[src/rtl/neuron_seq_pkg.sv]
// rtl/neuron_seq_pkg.sv - shared state encoding and default sizing for the neuron training sequencer
package neuron_seq_pkg;

  typedef enum logic [2:0] {
    IDLE,
    FETCH,
    FWD,
    BWD,
    NEXT,
    DONE
  } seq_state_t;

  localparam int DEF_LAYERS = 3;
  localparam int DEF_SETTLE = 2;
  localparam int DEF_CNT_W  = 16;

endpackage

[src/rtl/neuron_train_sequencer_if.sv]
// rtl/neuron_train_sequencer_if.sv - sample fetch handshake and per-layer strobe bundle
interface neuron_train_sequencer_if #(
  parameter int LAYERS = 3,
  parameter int CNT_W  = 16
);

  logic              sample_req;
  logic              sample_valid;
  logic [CNT_W-1:0]  sample_idx;
  logic [CNT_W-1:0]  epoch;
  logic [LAYERS-1:0] layer_valid;
  logic [LAYERS-1:0] layer_learn;

  modport master (
    output sample_req, sample_idx, epoch, layer_valid, layer_learn,
    input  sample_valid
  );

  modport slave (
    input  sample_req, sample_idx, epoch, layer_valid, layer_learn,
    output sample_valid
  );

endinterface

[src/rtl/seq_stage_timer.sv]
// rtl/seq_stage_timer.sv - layer index k and settle counter s walked up or down the layer stack
module seq_stage_timer #(
  parameter int LAYERS = 3,
  parameter int SETTLE = 2,
  localparam int K_W = (LAYERS > 1) ? $clog2(LAYERS) : 1,
  localparam int S_W = (SETTLE > 0) ? $clog2(SETTLE + 1) : 1
) (
  input  logic           clk_i,
  input  logic           rst_i,
  input  logic           load_i,
  input  logic [K_W-1:0] load_val_i,
  input  logic           dir_down_i,
  input  logic           en_i,
  output logic [K_W-1:0] k_o,
  output logic           strobe_o,
  output logic           last_slot_o,
  output logic           last_layer_o
);

  logic [K_W-1:0] k_q, k_d;
  logic [S_W-1:0] s_q, s_d;

  assign k_o          = k_q;
  assign strobe_o     = (s_q == '0);
  assign last_slot_o  = (s_q == S_W'(SETTLE));
  assign last_layer_o = dir_down_i ? (k_q == '0) : (k_q == K_W'(LAYERS - 1));

  // Load wins over stepping so a pass can be re-armed in the same cycle it finishes.
  always_comb begin
    k_d = k_q;
    s_d = s_q;
    if (load_i) begin
      k_d = load_val_i;
      s_d = '0;
    end else if (en_i) begin
      if (last_slot_o) begin
        s_d = '0;
        if (!last_layer_o) begin
          k_d = dir_down_i ? (k_q - K_W'(1)) : (k_q + K_W'(1));
        end
      end else begin
        s_d = s_q + S_W'(1);
      end
    end
  end

  always_ff @(posedge clk_i) begin
    if (rst_i) begin
      k_q <= '0;
      s_q <= '0;
    end else begin
      k_q <= k_d;
      s_q <= s_d;
    end
  end

endmodule

[src/rtl/neuron_train_sequencer.sv]
// rtl/neuron_train_sequencer.sv - fetch/forward/backward scheduler for a neuron layer stack
// Optional NEURON_SEQ_PERF_EN adds a saturating busy-cycle counter on perf_cycles.
module neuron_train_sequencer
  import neuron_seq_pkg::*;
#(
  parameter int LAYERS = DEF_LAYERS,
  parameter int SETTLE = DEF_SETTLE,
  parameter int CNT_W  = DEF_CNT_W
) (
  input  logic             clock,
  input  logic             reset,
  input  logic             start,
  input  logic             abort,
  input  logic [CNT_W-1:0] num_samples,
  input  logic [CNT_W-1:0] num_epochs,
  input  logic             learn_en,
  neuron_train_sequencer_if.master seq_if,
  output logic             busy,
  output logic             done
`ifdef NEURON_SEQ_PERF_EN
  ,
  output logic [31:0]      perf_cycles
`endif
);

  localparam int K_W = (LAYERS > 1) ? $clog2(LAYERS) : 1;

  seq_state_t       state_q, state_d;
  logic [CNT_W-1:0] samp_q, samp_d, epoch_q, epoch_d;
  logic [CNT_W-1:0] nsamp_q, nsamp_d, nepoch_q, nepoch_d;
  logic             learn_q, learn_d;

  logic             t_load, t_dir, t_en, t_strobe, t_last_slot, t_last_layer;
  logic [K_W-1:0]   t_load_val, t_k;
  logic [LAYERS-1:0] onehot;

  seq_stage_timer #(.LAYERS(LAYERS), .SETTLE(SETTLE)) u_timer (
    .clk_i        (clock),
    .rst_i        (reset),
    .load_i       (t_load),
    .load_val_i   (t_load_val),
    .dir_down_i   (t_dir),
    .en_i         (t_en),
    .k_o          (t_k),
    .strobe_o     (t_strobe),
    .last_slot_o  (t_last_slot),
    .last_layer_o (t_last_layer)
  );

  assign onehot            = LAYERS'(1) << t_k;
  assign busy              = (state_q != IDLE);
  assign seq_if.sample_idx = samp_q;
  assign seq_if.epoch      = epoch_q;

  always_comb begin
    state_d            = state_q;
    samp_d             = samp_q;
    epoch_d            = epoch_q;
    nsamp_d            = nsamp_q;
    nepoch_d           = nepoch_q;
    learn_d            = learn_q;
    t_load             = 1'b0;
    t_load_val         = '0;
    t_dir              = 1'b0;
    t_en               = 1'b0;
    seq_if.sample_req  = 1'b0;
    seq_if.layer_valid = '0;
    seq_if.layer_learn = '0;
    done               = 1'b0;
    case (state_q)
      IDLE: begin
        if (start) begin
          nsamp_d  = num_samples;
          nepoch_d = num_epochs;
          learn_d  = learn_en;
          samp_d   = '0;
          epoch_d  = '0;
          state_d  = (num_samples == '0 || num_epochs == '0) ? DONE : FETCH;
        end
      end
      FETCH: begin
        seq_if.sample_req = 1'b1;
        if (seq_if.sample_valid) begin
          t_load  = 1'b1;
          state_d = FWD;
        end
      end
      FWD: begin
        t_en = 1'b1;
        if (t_strobe) seq_if.layer_valid = onehot;
        if (t_last_slot && t_last_layer) begin
          if (learn_q) begin
            t_load     = 1'b1;
            t_load_val = K_W'(LAYERS - 1);
            state_d    = BWD;
          end else begin
            state_d = NEXT;
          end
        end
      end
      BWD: begin
        t_dir = 1'b1;
        t_en  = 1'b1;
        if (t_strobe) begin
          seq_if.layer_valid = onehot;
          seq_if.layer_learn = onehot;
        end
        if (t_last_slot && t_last_layer) state_d = NEXT;
      end
      NEXT: begin
        if (samp_q < nsamp_q - CNT_W'(1)) begin
          samp_d  = samp_q + CNT_W'(1);
          state_d = FETCH;
        end else begin
          samp_d = '0;
          if (epoch_q < nepoch_q - CNT_W'(1)) begin
            epoch_d = epoch_q + CNT_W'(1);
            state_d = FETCH;
          end else begin
            state_d = DONE;
          end
        end
      end
      DONE: begin
        done    = !abort;
        state_d = IDLE;
      end
      default: state_d = IDLE;
    endcase
    // Abort overrides whatever the state decided, but is meaningless from IDLE.
    if (abort && state_q != IDLE) begin
      state_d = IDLE;
      samp_d  = '0;
      epoch_d = '0;
    end
  end

  always_ff @(posedge clock) begin
    if (reset) begin
      state_q  <= IDLE;
      samp_q   <= '0;
      epoch_q  <= '0;
      nsamp_q  <= '0;
      nepoch_q <= '0;
      learn_q  <= 1'b0;
    end else begin
      state_q  <= state_d;
      samp_q   <= samp_d;
      epoch_q  <= epoch_d;
      nsamp_q  <= nsamp_d;
      nepoch_q <= nepoch_d;
      learn_q  <= learn_d;
    end
  end

`ifdef NEURON_SEQ_PERF_EN
  logic [31:0] perf_q;

  assign perf_cycles = perf_q;

  always_ff @(posedge clock) begin
    if (reset) begin
      perf_q <= '0;
    end else if (state_q == IDLE && start) begin
      perf_q <= '0;
    end else if (state_q != IDLE && perf_q != '1) begin
      perf_q <= perf_q + 32'd1;
    end
  end
`endif

endmodule

[src/flat_wrapper.sv]
// flat-port wrapper written by rule: the top's interface ports become plain ports
module neuron_train_sequencer_flat import neuron_seq_pkg::*;
#(
  parameter int LAYERS = DEF_LAYERS,
  parameter int SETTLE = DEF_SETTLE,
  parameter int CNT_W  = DEF_CNT_W
)
  (clock, reset, start, abort, num_samples, num_epochs, learn_en, busy, done, seq_if_sample_req, seq_if_sample_idx, seq_if_epoch, seq_if_layer_valid, seq_if_layer_learn, seq_if_sample_valid);
  neuron_train_sequencer_if #(.LAYERS(LAYERS), .CNT_W(CNT_W)) seq_if_i ();
  input  logic clock;
  input  logic reset;
  input  logic start;
  input  logic abort;
  input  logic [CNT_W-1:0] num_samples;
  input  logic [CNT_W-1:0] num_epochs;
  input  logic learn_en;
  output logic busy;
  output logic done;
  output wire logic [$bits(seq_if_i.sample_req)-1:0] seq_if_sample_req;
  output wire logic [$bits(seq_if_i.sample_idx)-1:0] seq_if_sample_idx;
  output wire logic [$bits(seq_if_i.epoch)-1:0] seq_if_epoch;
  output wire logic [$bits(seq_if_i.layer_valid)-1:0] seq_if_layer_valid;
  output wire logic [$bits(seq_if_i.layer_learn)-1:0] seq_if_layer_learn;
  input wire logic [$bits(seq_if_i.sample_valid)-1:0] seq_if_sample_valid;
  assign seq_if_sample_req = seq_if_i.sample_req;
  assign seq_if_sample_idx = seq_if_i.sample_idx;
  assign seq_if_epoch = seq_if_i.epoch;
  assign seq_if_layer_valid = seq_if_i.layer_valid;
  assign seq_if_layer_learn = seq_if_i.layer_learn;
  assign seq_if_i.sample_valid = seq_if_sample_valid;
  neuron_train_sequencer #(.LAYERS(LAYERS), .SETTLE(SETTLE), .CNT_W(CNT_W)) u_core (.clock(clock), .reset(reset), .start(start), .abort(abort), .num_samples(num_samples), .num_epochs(num_epochs), .learn_en(learn_en), .seq_if(seq_if_i), .busy(busy), .done(done));
endmodule
[config.mk]
export PLATFORM = sky130hd
export DESIGN_NAME = neuron_train_sequencer_flat
export DESIGN_NICKNAME = d
export VERILOG_FILES = /design/src/rtl/neuron_seq_pkg.sv /design/src/rtl/neuron_train_sequencer_if.sv /design/src/rtl/seq_stage_timer.sv /design/src/rtl/neuron_train_sequencer.sv /design/src/flat_wrapper.sv
export SDC_FILE = /design/constraint.sdc
export NUM_CORES = 1
export LEC_CHECK = 0
export CORE_UTILIZATION = 48
export DETAILED_ROUTE_END_ITERATION = 10
export PLACE_DENSITY = 0.82
export SLEW_MARGIN = 20
export SYNTH_ARGS = -nofsm -noshare
export SYNTH_HDL_FRONTEND = slang
export SYNTH_HIERARCHICAL = 1
export SYNTH_SLANG_ARGS = --single-unit
export TNS_END_PERCENT = 10
[constraint.sdc]
create_clock -name clock -period 3.6 [get_ports clock]
set_clock_uncertainty 0.1 [all_clocks]
set_input_delay 0.72 -clock clock [delete_from_list [all_inputs] [get_ports clock]]
set_output_delay 0.72 -clock clock [all_outputs]
set_load 0.01 [all_outputs]
# --- Word level (Yosys, flattened, before mapping) ---
# Index checks and enable logic that the tools add are counted.
classes:
  bitwise: 0
  n_shift: 1
  magnitude_cmp: 2
  reduce_logical: 21
  n_div: 0
  multipliers: 0
  n_addsub: 7
  n_eq_ne: 14
  mux: 36
ops:
  columns: ["operator", "n"]
  rows:
  - ["$mux W16", 4]
  - ["$pmux W16 S2", 2]
  - ["$mux W3", 11]
  - ["$add A16 B1 Y16 const B", 2]
  - ["$logic_not A16 Y1", 2]
  - ["$lt A16 B16 Y1", 2]
  - ["$sub A16 B1 Y16 const B", 2]
  - ["$mux W2", 9]
  - ["$pmux W3 S5", 1]
  - ["$mux W1", 8]
  - ["$ne A2 B1 Y1 const B", 4]
  - ["$reduce_and A4 Y1", 2]
  - ["$eq A3 B2 Y1 const B", 2]
  - ["$eq A3 B3 Y1 const B", 2]
  - ["$ne A2 B2 Y1 const B", 3]
  - ["$reduce_bool A2 Y1", 3]
  - ["$reduce_or A2 Y1", 3]
  - ["$add A2 B1 Y2 const B", 2]
  - ["$eq A2 B2 Y1 const B", 2]
  - ["$logic_not A2 Y1", 2]
  - ["$reduce_and A2 Y1", 2]
  - ["$eq A3 B1 Y1 const B", 1]
  - ["$logic_not A3 Y1", 1]
  - ["$reduce_and A3 Y1", 1]
  - ["7 further kinds", 8]
word_totals:
  word_cells: 89
  regBits: 72
  latch_bits: 0
  n_memories: 0
  mem_bits_ro: 0
  output_inout_bits: 41
  ram_bits: 0

# --- Depth between registers and ports, before layout ---
# Gate-level depths: netlist of run 1.
depth:
  ltp_word: 8
  ltp_mapped: 14
  mapped_depth_nobuf: 12

# --- Hierarchy ---
# The synthesis of run 1 kept the hierarchy.
by_module_without_submodules:
  columns: ["mod", "cells_per_inst", "area_each_um2", "instances"]
  rows:
  - ["neuron_train_sequencer", 548, 4201.5, 1]
  - ["seq_stage_timer", 27, 236.5, 1]

# --- Worst setup path after synthesis of run 1 ---
# Ideal clock, no wire load.
synth_path:
  path_kind: "reg-to-reg"
  startpoint: "register u_core.nepoch_q[2]"
  endpoint: "register u_core.epoch_q[4], in the netlist u_core/seq_if.epoch[4]"
  stages_incl_launch_ff: 14
  setup_slack_ns: 0.265
  synth_period_minus_slack_ns: 3.335
  n_path_buf: 1
  required_ns: 3.428
  arrival_ns: 3.164
  setup_ns: 0.072
  cell_sequence: "dfxtp_1 or3_1 nor2_1 nand3_1 nor3_1 xnor2_1 ha_1 a21oi_1 o21a_1 o21ai_0 or4b_1 buf_2 or4_1 a21oi_1"
synth_via:
  elab_chain_len: 4
synth_lines:
  columns: ["element", "line_no", "rtl"]
  rows:
  - ["from (decl)", "neuron_train_sequencer.sv:30", "logic [CNT_W-1:0] nsamp_q, nsamp_d, nepoch_q, nepoch_d;"]
  - ["from (signal assigned)", "neuron_train_sequencer.sv:151", "nepoch_q <= nepoch_d;"]
  - ["$sub A16 B1 Y16", "neuron_train_sequencer.sv:116", "if (epoch_q < nepoch_q - CNT_W'(1)) begin"]
  - ["$lt A16 B16 Y1", "neuron_train_sequencer.sv:116", null]
  - ["$ne A2 B1 Y1 (no source line)", null, null]
  - ["$reduce_and A4 Y1 (no source line)", null, null]
  - ["to (signal assigned)", "neuron_train_sequencer.sv:149", "epoch_q <= epoch_d;"]
  - ["to (decl)", "neuron_train_sequencer.sv:29", "logic [CNT_W-1:0] samp_q, samp_d, epoch_q, epoch_d;"]
# Every way passes these cells.
# A chain may end at the register's enable or synchronous reset.

# --- Worst setup path in the final report of run 1 ---
layout_path:
  startpoint: "register u_core.nepoch_q[3]"
  endpoint: "register u_core.epoch_q[10], in the netlist u_core/seq_if.epoch[10]"
# Same word-level chain as after synthesis.

==> impl_metrics.tcl, run 1 <==
set metrics [dict create \
    nNetsFinal 726 \
    n_antenna_cell 0 \
    detail-route-antenna-nets 0 \
    timing_max_transition_violations_final 0 \
    timing.critical_path.required_ps 3760 \
    async_flop_share_pct 0 \
    yosysTopAreaCell "sky130_fd_sc_hd__dfxtp_1" \
    ys_seq_area_share_pct 32.5 \
    run_status "complete, but fails checks" \
    worst_setup_hold_path_clk_slew_ps 70 \
    dr.first_iter.drc_count 295 \
    place.gp.congestion 0.812 \
    synth_enable_flop_cells 0 \
    fin_util_pct 63.9 \
    stdcell_count 767 \
    fp.dieH_um 98.2 \
    maxClockFrequency_mhz 286 \
    post_drt_via_cell_ratio 5.90 \
    placed_cells 749 \
    netSwitchingPower_mw 1.14 \
    grt_start_max_net_pins 38 \
    dp_hpwl_um 8570 \
    area_growth_pct 27.3 \
    grt.overflow.total 0 \
    grt_first_pass_wirelength_um 18800 \
    share_comb_of_total_power_pct 42.9 \
    count_of_state_elements_after_synthesis 72 \
    largest_family_of_logic_cells_by_synthesized_area "simple AND/OR/NAND/NOR gates" \
    placedInstanceArea_mm2 0.00534 \
    transition_time_of_the_tightest_slew_check_pin_ps 571 \
    wirelength_um 11600 \
    cts_hold_repair.buffers 0 \
    track_usage_pct 23.7 \
    postLayoutCellArea_mm2 0.00565 \
    drt-pass1-iter-count 10 \
    cts_made_buffers 9 \
    synth_area_leaders "sky130_fd_sc_hd__dfxtp_1 32%, sky130_fd_sc_hd__ha_1 9.6%, sky130_fd_sc_hd__nand2_1 9.6%" \
    final_layout_size_suffix_gt1_share_pct 6.68 \
    die_w_um 98.2 \
    synthesis.instances 575 \
    timing.max_cap.violations 0 \
    ys_dominant_reg_cell "sky130_fd_sc_hd__dfxtp_1" \
    antenna_found_initial 0 \
    cts.root.buffer_cell "sky130_fd_sc_hd__clkbuf_8" \
    final_period_minus_worst_setup_slack_ps 3490 \
    synth.top_cell.area_share_pct 32.5 \
    netlist_area_mm2 0.00444 \
    post-route-drc-count 2 \
    total_power_mw 2.92 \
    port_buffers 78 \
    timing.critical_path.from_type "flip-flop" \
    maximum_count_of_clock_buffers_along_a_single_path 2 \
    violations "design-rule violations" \
    synth_nets 647 \
    launch_instance_of_the_worst_min_delay_path "u_core/learn_q" \
    design.core.area_mm2 0.00885 \
    regToRegStartpoint "u_core/nepoch_q[3]" \
    timing.critical_path.from "u_core/nepoch_q[3]" \
    timing.critical_path.arrival_ps 3660 \
    p_int_mw 1.78 \
    worstSkewPairLatency_ps 340 \
    synth_compound_gate_area_share_pct 15.9 \
    seq_power_share_pct 34.7 \
    hold_path_class "flip-flop to flip-flop" \
    top_level_i_o_count 79 \
    initial_core_util_pct 50.2 \
    synth_xor_area_share_pct 6.71 \
    critPathMaxFanout 5 \
    yosys_warnings 6 \
    irDropWorstVdd_mv 0.242 \
    sw_frac_of_total_pct 39.0 \
    power_density_over_the_cells_mw_per_mm2 516 \
    detailroute.via_count 4528 \
    setup_violations 0 \
    routed_length_per_placed_instance_um 15.1 \
    power_leakage_nw 2.22 \
    criticalPathCategory "flip-flop to flip-flop" \
    syn_area_per_cell_um2 7.72 \
    simple_gate_share_of_the_synthesized_area_pct 31.2 \
    rsz0062_at_grt "true" \
    cts.sink_count 72 \
    synth.area.mux_share_pct 1.35 \
    r2r_setup_slack_ps 110 \
    layout_worst_path_cycle_share_pct 97.1 \
    clockPowerShare_pct 22.3 \
    critical_path.endpoint_type "flip-flop" \
    relative_slew_slack_pct 61.4 \
    synth_unique_cells 45 \
    design.die.area_mm2 0.00963 \
    post_synth_fa_ha_maj_area_fraction_pct 9.59 \
    htree_num_levels 3 \
    tritoncts "done" \
    rows 34 \
    first_global_vias 4066 \
    finalHoldViolCount 0 \
]
layer usage:
| metal | part of all wire (%) | wire length (µm) | GRT usage [%] | up-vias |
|---|---|---|---|---|
| met1 | 45 | 5220 | 31.7 | 2107 |
| met3 | 6.4 | 739 | 4.15 | 23 |
| met4 | 1.9 | 221 | 8.84 | 0 |
| li1 | - | - | - | 2231 |
| met2 | 47 | 5410 | 38.4 | 167 |
| met5 | 0 | 0 | 0 | - |
sequential cells by signal, indices dropped and copies added (netlist names):
name	flops
u_core/nepoch_q	16
u_core/nsamp_q	16
u_core/seq_if.epoch	16
u_core/seq_if.sample_idx	16
u_core/state_q	3
u_core/u_timer/k_o	2
u_core/u_timer/s_q	2
u_core/learn_q	1
power groups by stage:
| stage | sequential, mW | combinational (mW) | clock (mW) |
|---|---|---|---|
| final | 1.01 | 1.25 | 0.651 |
| after global routing | 1.03 | 1.39 | 0.699 |
| after CTS | 1.00 | 1.18 | 0.666 |
| after detailed placement | 1.02 | 1.17 | 0 |
| after global placement | 1.01 | 1.11 | 0 |
| after floorplan | 0.977 | 0.884 | 0 |
cell families (layout without fill, tap and decap cells):
logic type	count (synthesis)	after routing
AND/OR/NAND/NOR	279	280
multiplexers	6	6
buffers and inverters	32	115
XOR/XNOR	34	34
AO/OA/AOI/OAI	117	117
flip-flops	72	72
adder cells (fa/ha/maj)	34	34
other	1	1
critical path, cell delays in order (launching register included):
cell and delay, ps:
sky130_fd_sc_hd__dfxtp_1 340, sky130_fd_sc_hd__or3_4 400, sky130_fd_sc_hd__nor2_4 140, sky130_fd_sc_hd__nand3_2 150
sky130_fd_sc_hd__nor4_4 250, sky130_fd_sc_hd__xnor2_1 150, sky130_fd_sc_hd__ha_1 270, sky130_fd_sc_hd__a21oi_1 160
sky130_fd_sc_hd__o21a_1 180, sky130_fd_sc_hd__o21ai_2 100, sky130_fd_sc_hd__or4b_4 560, sky130_fd_sc_hd__or4_1 430
sky130_fd_sc_hd__a21oi_1 190
cell usage in the layout (no fill, tap or decap), types with 17 or more instances in the layout:
cell                              instances
sky130_fd_sc_hd__a21oi_1                 59
sky130_fd_sc_hd__o21ai_0                 17
sky130_fd_sc_hd__ha_1                    34
sky130_fd_sc_hd__clkdlybuf4s50_1         78
sky130_fd_sc_hd__nand3_1                 23
sky130_fd_sc_hd__nor2_1                  30
sky130_fd_sc_hd__nor3_1                  19
sky130_fd_sc_hd__xnor2_1                 25
sky130_fd_sc_hd__dfxtp_1                 72
sky130_fd_sc_hd__nand2_1                113
synthesized netlist by cell type, drive strengths merged, types with 2 or more instances:
cell and count:
nand2b 5, nand4 9, xor2 9, a32oi 2, nand2 113, xnor2 25, a22oi 2, a211oi 5
nor3b 10, clkbuf 19, inv 12, o31ai 5, nand3 25, ha 34, nor2 32, mux2i 6
nor4 19, o21ai 19, nor2b 4, or4 7, a21oi 59, and3 6, a21o 10, or4b 2
a221oi 2, and2 8, dfxtp 72, o211ai 3, and4 3, nand3b 2, nor3 21, or3 11
a211o 2, o21a 5
through the flow:
step                      worst slack [ps]  setup TNS [ps]  hold WS (ps)
after global placement                 122               0           365
after floorplan                        265               0           349
after detailed placement             -75.0            -253           367
final                                  106               0           388
after CTS                             38.2               0           383
after global routing                 -38.4           -77.7           406
final timing paths:
kind                                  end  cells after the start
setup / recovery  u_core/seq_if.epoch[10]                     12
hold / removal             u_core/learn_q                      2
setup reg to reg  u_core/seq_if.epoch[10]                     12
hold reg to reg            u_core/learn_q                      2
final cells by class:
class,count,area (µm²)
Timing Repair Buffer,87,848
Inverter,12,45.0
Tap cell,108,135
Fill cell,764,3200
Sequential cell,72,1440
Multi-Input combinational cell,472,2970
Clock inverter,5,55.1
Clock buffer,11,151
repair_timing:
action	in CTS	in global routing
pin swaps	0	3
buffers inserted	0	1
endpoints found under the setup margin	5	22
cloned	0	1
resized for setup	3	17
hold endpoints to repair	0	0
No activity file was read; power rests on OpenSTA's default activity.
==> run 2: changes to the inputs <==
- CORE_ASPECT_RATIO: not set -> 1.5
==> impl_metrics.tcl, run 2 (synthesis gave the netlist of run 1 again) <==
set metrics [dict create \
    rows 42 \
    fp.dieH_um 120 \
    critical_path_depth 12 \
    grt_start_max_net_pins 39 \
    seq_power_share_pct 31.0 \
    critPathMaxFanout 6 \
    port_buffers 78 \
    design.die.area_mm2 0.00964 \
    crit_reg_reg_endpoint "u_core/seq_if.epoch[6]" \
    n_antenna_cell 0 \
    post_drt_via_cell_ratio 5.99 \
    track_usage_pct 25.5 \
    placedInstanceArea_mm2 0.00535 \
    design.core.area_mm2 0.00888 \
    r2r_setup_slack_ps 30 \
    timing.critical_path.required_ps 3760 \
    timing.critical_path.arrival_ps 3720 \
    crit_family "simple AND/OR/NAND/NOR gates" \
    power_leakage_nw 2.28 \
    layout_commonest_cell "sky130_fd_sc_hd__nand2_1" \
    worst_path_max_delay_cell "sky130_fd_sc_hd__or4b_4" \
    post-route-drc-count 0 \
    cts_made_buffers 9 \
    place.gp.congestion 0.923 \
    final_cell_mix "113 x sky130_fd_sc_hd__nand2_1, 78 x sky130_fd_sc_hd__clkdlybuf4s50_1, 72 x sky130_fd_sc_hd__dfxtp_1" \
    drt-pass1-iter-count 5 \
    rsz0062_at_grt "true" \
    detailroute.via_count 4591 \
    r2r_cells 12 \
    grt.overflow.total 0 \
    critical_path.endpoint_type "flip-flop" \
    fin_hold_ws_ps 387 \
    setup_violations 0 \
    layout_worst_path_cycle_share_pct 99.1 \
    timing.critical_path.from "u_core/nepoch_q[2]" \
    transition_time_of_the_tightest_slew_check_pin_ps 632 \
    sw_frac_of_total_pct 35.9 \
    cts.root.buffer_cell "sky130_fd_sc_hd__clkbuf_16" \
    power_density_over_the_cells_mw_per_mm2 566 \
    netSwitchingPower_mw 1.17 \
    cts.sink_count 72 \
    final_layout_size_suffix_gt1_share_pct 6.24 \
    grt_first_pass_wirelength_um 19300 \
    postLayoutCellArea_mm2 0.00578 \
    timing.critical_path.from_type "flip-flop" \
    antenna_found_initial 0 \
    criticalPathCategory "flip-flop to flip-flop" \
    clockPowerShare_pct 31.0 \
    maxClockFrequency_mhz 280 \
    first_global_vias 4335 \
    area_growth_pct 30.3 \
    crit_path_max_incr_delay_ps 590 \
    worst_setup_hold_path_clk_slew_ps 60 \
    detail-route-antenna-nets 0 \
    htree_num_levels 3 \
    tritoncts "done" \
    timing.max_cap.violations 0 \
    maximum_count_of_clock_buffers_along_a_single_path 2 \
    worstSkewPairLatency_ps 340 \
    hold_path_class "flip-flop to flip-flop" \
    cp.buffers_inverters 0 \
    irDropWorstVdd_mv 0.357 \
    die_w_um 80.5 \
    final_period_minus_worst_setup_slack_ps 3570 \
    dp_hpwl_um 8720 \
    wirelength_um 12000 \
    run_status "finished clean" \
    routed_length_per_placed_instance_um 15.7 \
    timing.critical_path.cells "or3_4 > nor2_4 > nand3_2 > nor4_4 > xnor2_1 > ha_1 > nand4_1 > nor4_1 > o21a_1 > or4b_4 > or4_1 > a21oi_1" \
    top_level_i_o_count 79 \
    relative_slew_slack_pct 57.5 \
    worstSetupEndpoint "u_core/seq_if.epoch[6]" \
    nNetsFinal 725 \
    share_comb_of_total_power_pct 38.0 \
    regToRegStartpoint "u_core/nepoch_q[2]" \
    p_int_mw 2.10 \
    fin_util_pct 65.1 \
    finalHoldViolCount 0 \
    timing_max_transition_violations_final 0 \
    initial_core_util_pct 50.0 \
    dr.first_iter.drc_count 306 \
]
run 2: changes by cell type in the layout (fill, tap and decap cells not counted), sizes merged:
cell / change
buf: -1
bufinv: +2
clkbuf: +1
clkinv: -2
clkinvlp: -2
run 2: through the flow:
step                      setup TNS, ps  power [mW]  worst slack [ps]  cells
final                                 0        3.28              33.8    767
after global routing               -259        3.46             -78.1    767
after CTS                             0        3.20              14.4    766
after detailed placement           -156        2.19             -55.1    751
after global placement                0        2.10               108    751
after floorplan                       0        1.86               265    575
run 2: worst min-delay path by stage:
stage / cells past startpoint / from / to / slack (ps)
6_report: 2 / u_core/learn_q / u_core/learn_q / 390
4_1_cts: 2 / u_core/learn_q / u_core/learn_q / 390
2_1_floorplan: 2 / u_core/nepoch_q[15] / u_core/nepoch_q[15] / 350
3_3_place_gp: 2 / u_core/nepoch_q[15] / u_core/nepoch_q[15] / 370
3_5_place_dp: 2 / u_core/learn_q / u_core/learn_q / 370
5_1_grt: 2 / u_core/learn_q / u_core/learn_q / 410
run 2: power groups by stage:
stage | Sequential [mW] | Clock [mW] | Combinational (mW)
final | 1.02 | 1.01 | 1.25
after global routing | 1.03 | 1.05 | 1.37
after CTS | 1.00 | 1.03 | 1.17
after detailed placement | 1.02 | 0 | 1.16
after global placement | 1.01 | 0 | 1.09
after floorplan | 0.977 | 0 | 0.884
run 2: worst min-delay path: cells and delay by family, from the launching register on:
family / cells / cell delay [ps]
compound gates: 1 / 60
flops: 1 / 320
simple gates: 1 / 60
run 2: what timing repair did:
item / CTS / global route
setup buffers: 0 / 0
pin swaps: 0 / 2
endpoints found under the setup margin: 5 / 19
gates resized for setup: 2 / 18
cloned: 0 / 1
hold buffers: 0 / 0
run 2: routing by layer:
layer / part of all wire, % / vias to the layer above / wire [µm] / GRT usage (%)
met3: 5.0 / 45 / 603 / 2.74
met5: 0 / - / 0 / 0
met2: 51 / 184 / 6110 / 42.9
li1: - / 2223 / - / -
met4: 4.8 / 0 / 583 / 17.5
met1: 39 / 2139 / 4760 / 29.5
run 2: area by class of cell:
type / count / area (µm²)
timing repair buffer: 86 / 853
multi-input combinational: 472 / 2970
inverter: 12 / 45.0
fill: 756 / 3100
clock buffer: 12 / 246
sequential: 72 / 1440
clock inverter: 3 / 90.1
tap: 110 / 138
==> run 3: changes to the inputs <==
- HOLD_SLACK_MARGIN: not set -> 0.02
==> results of run 3 <==
Same layout as run 2: the final DEF is identical, and so are final timing and power.
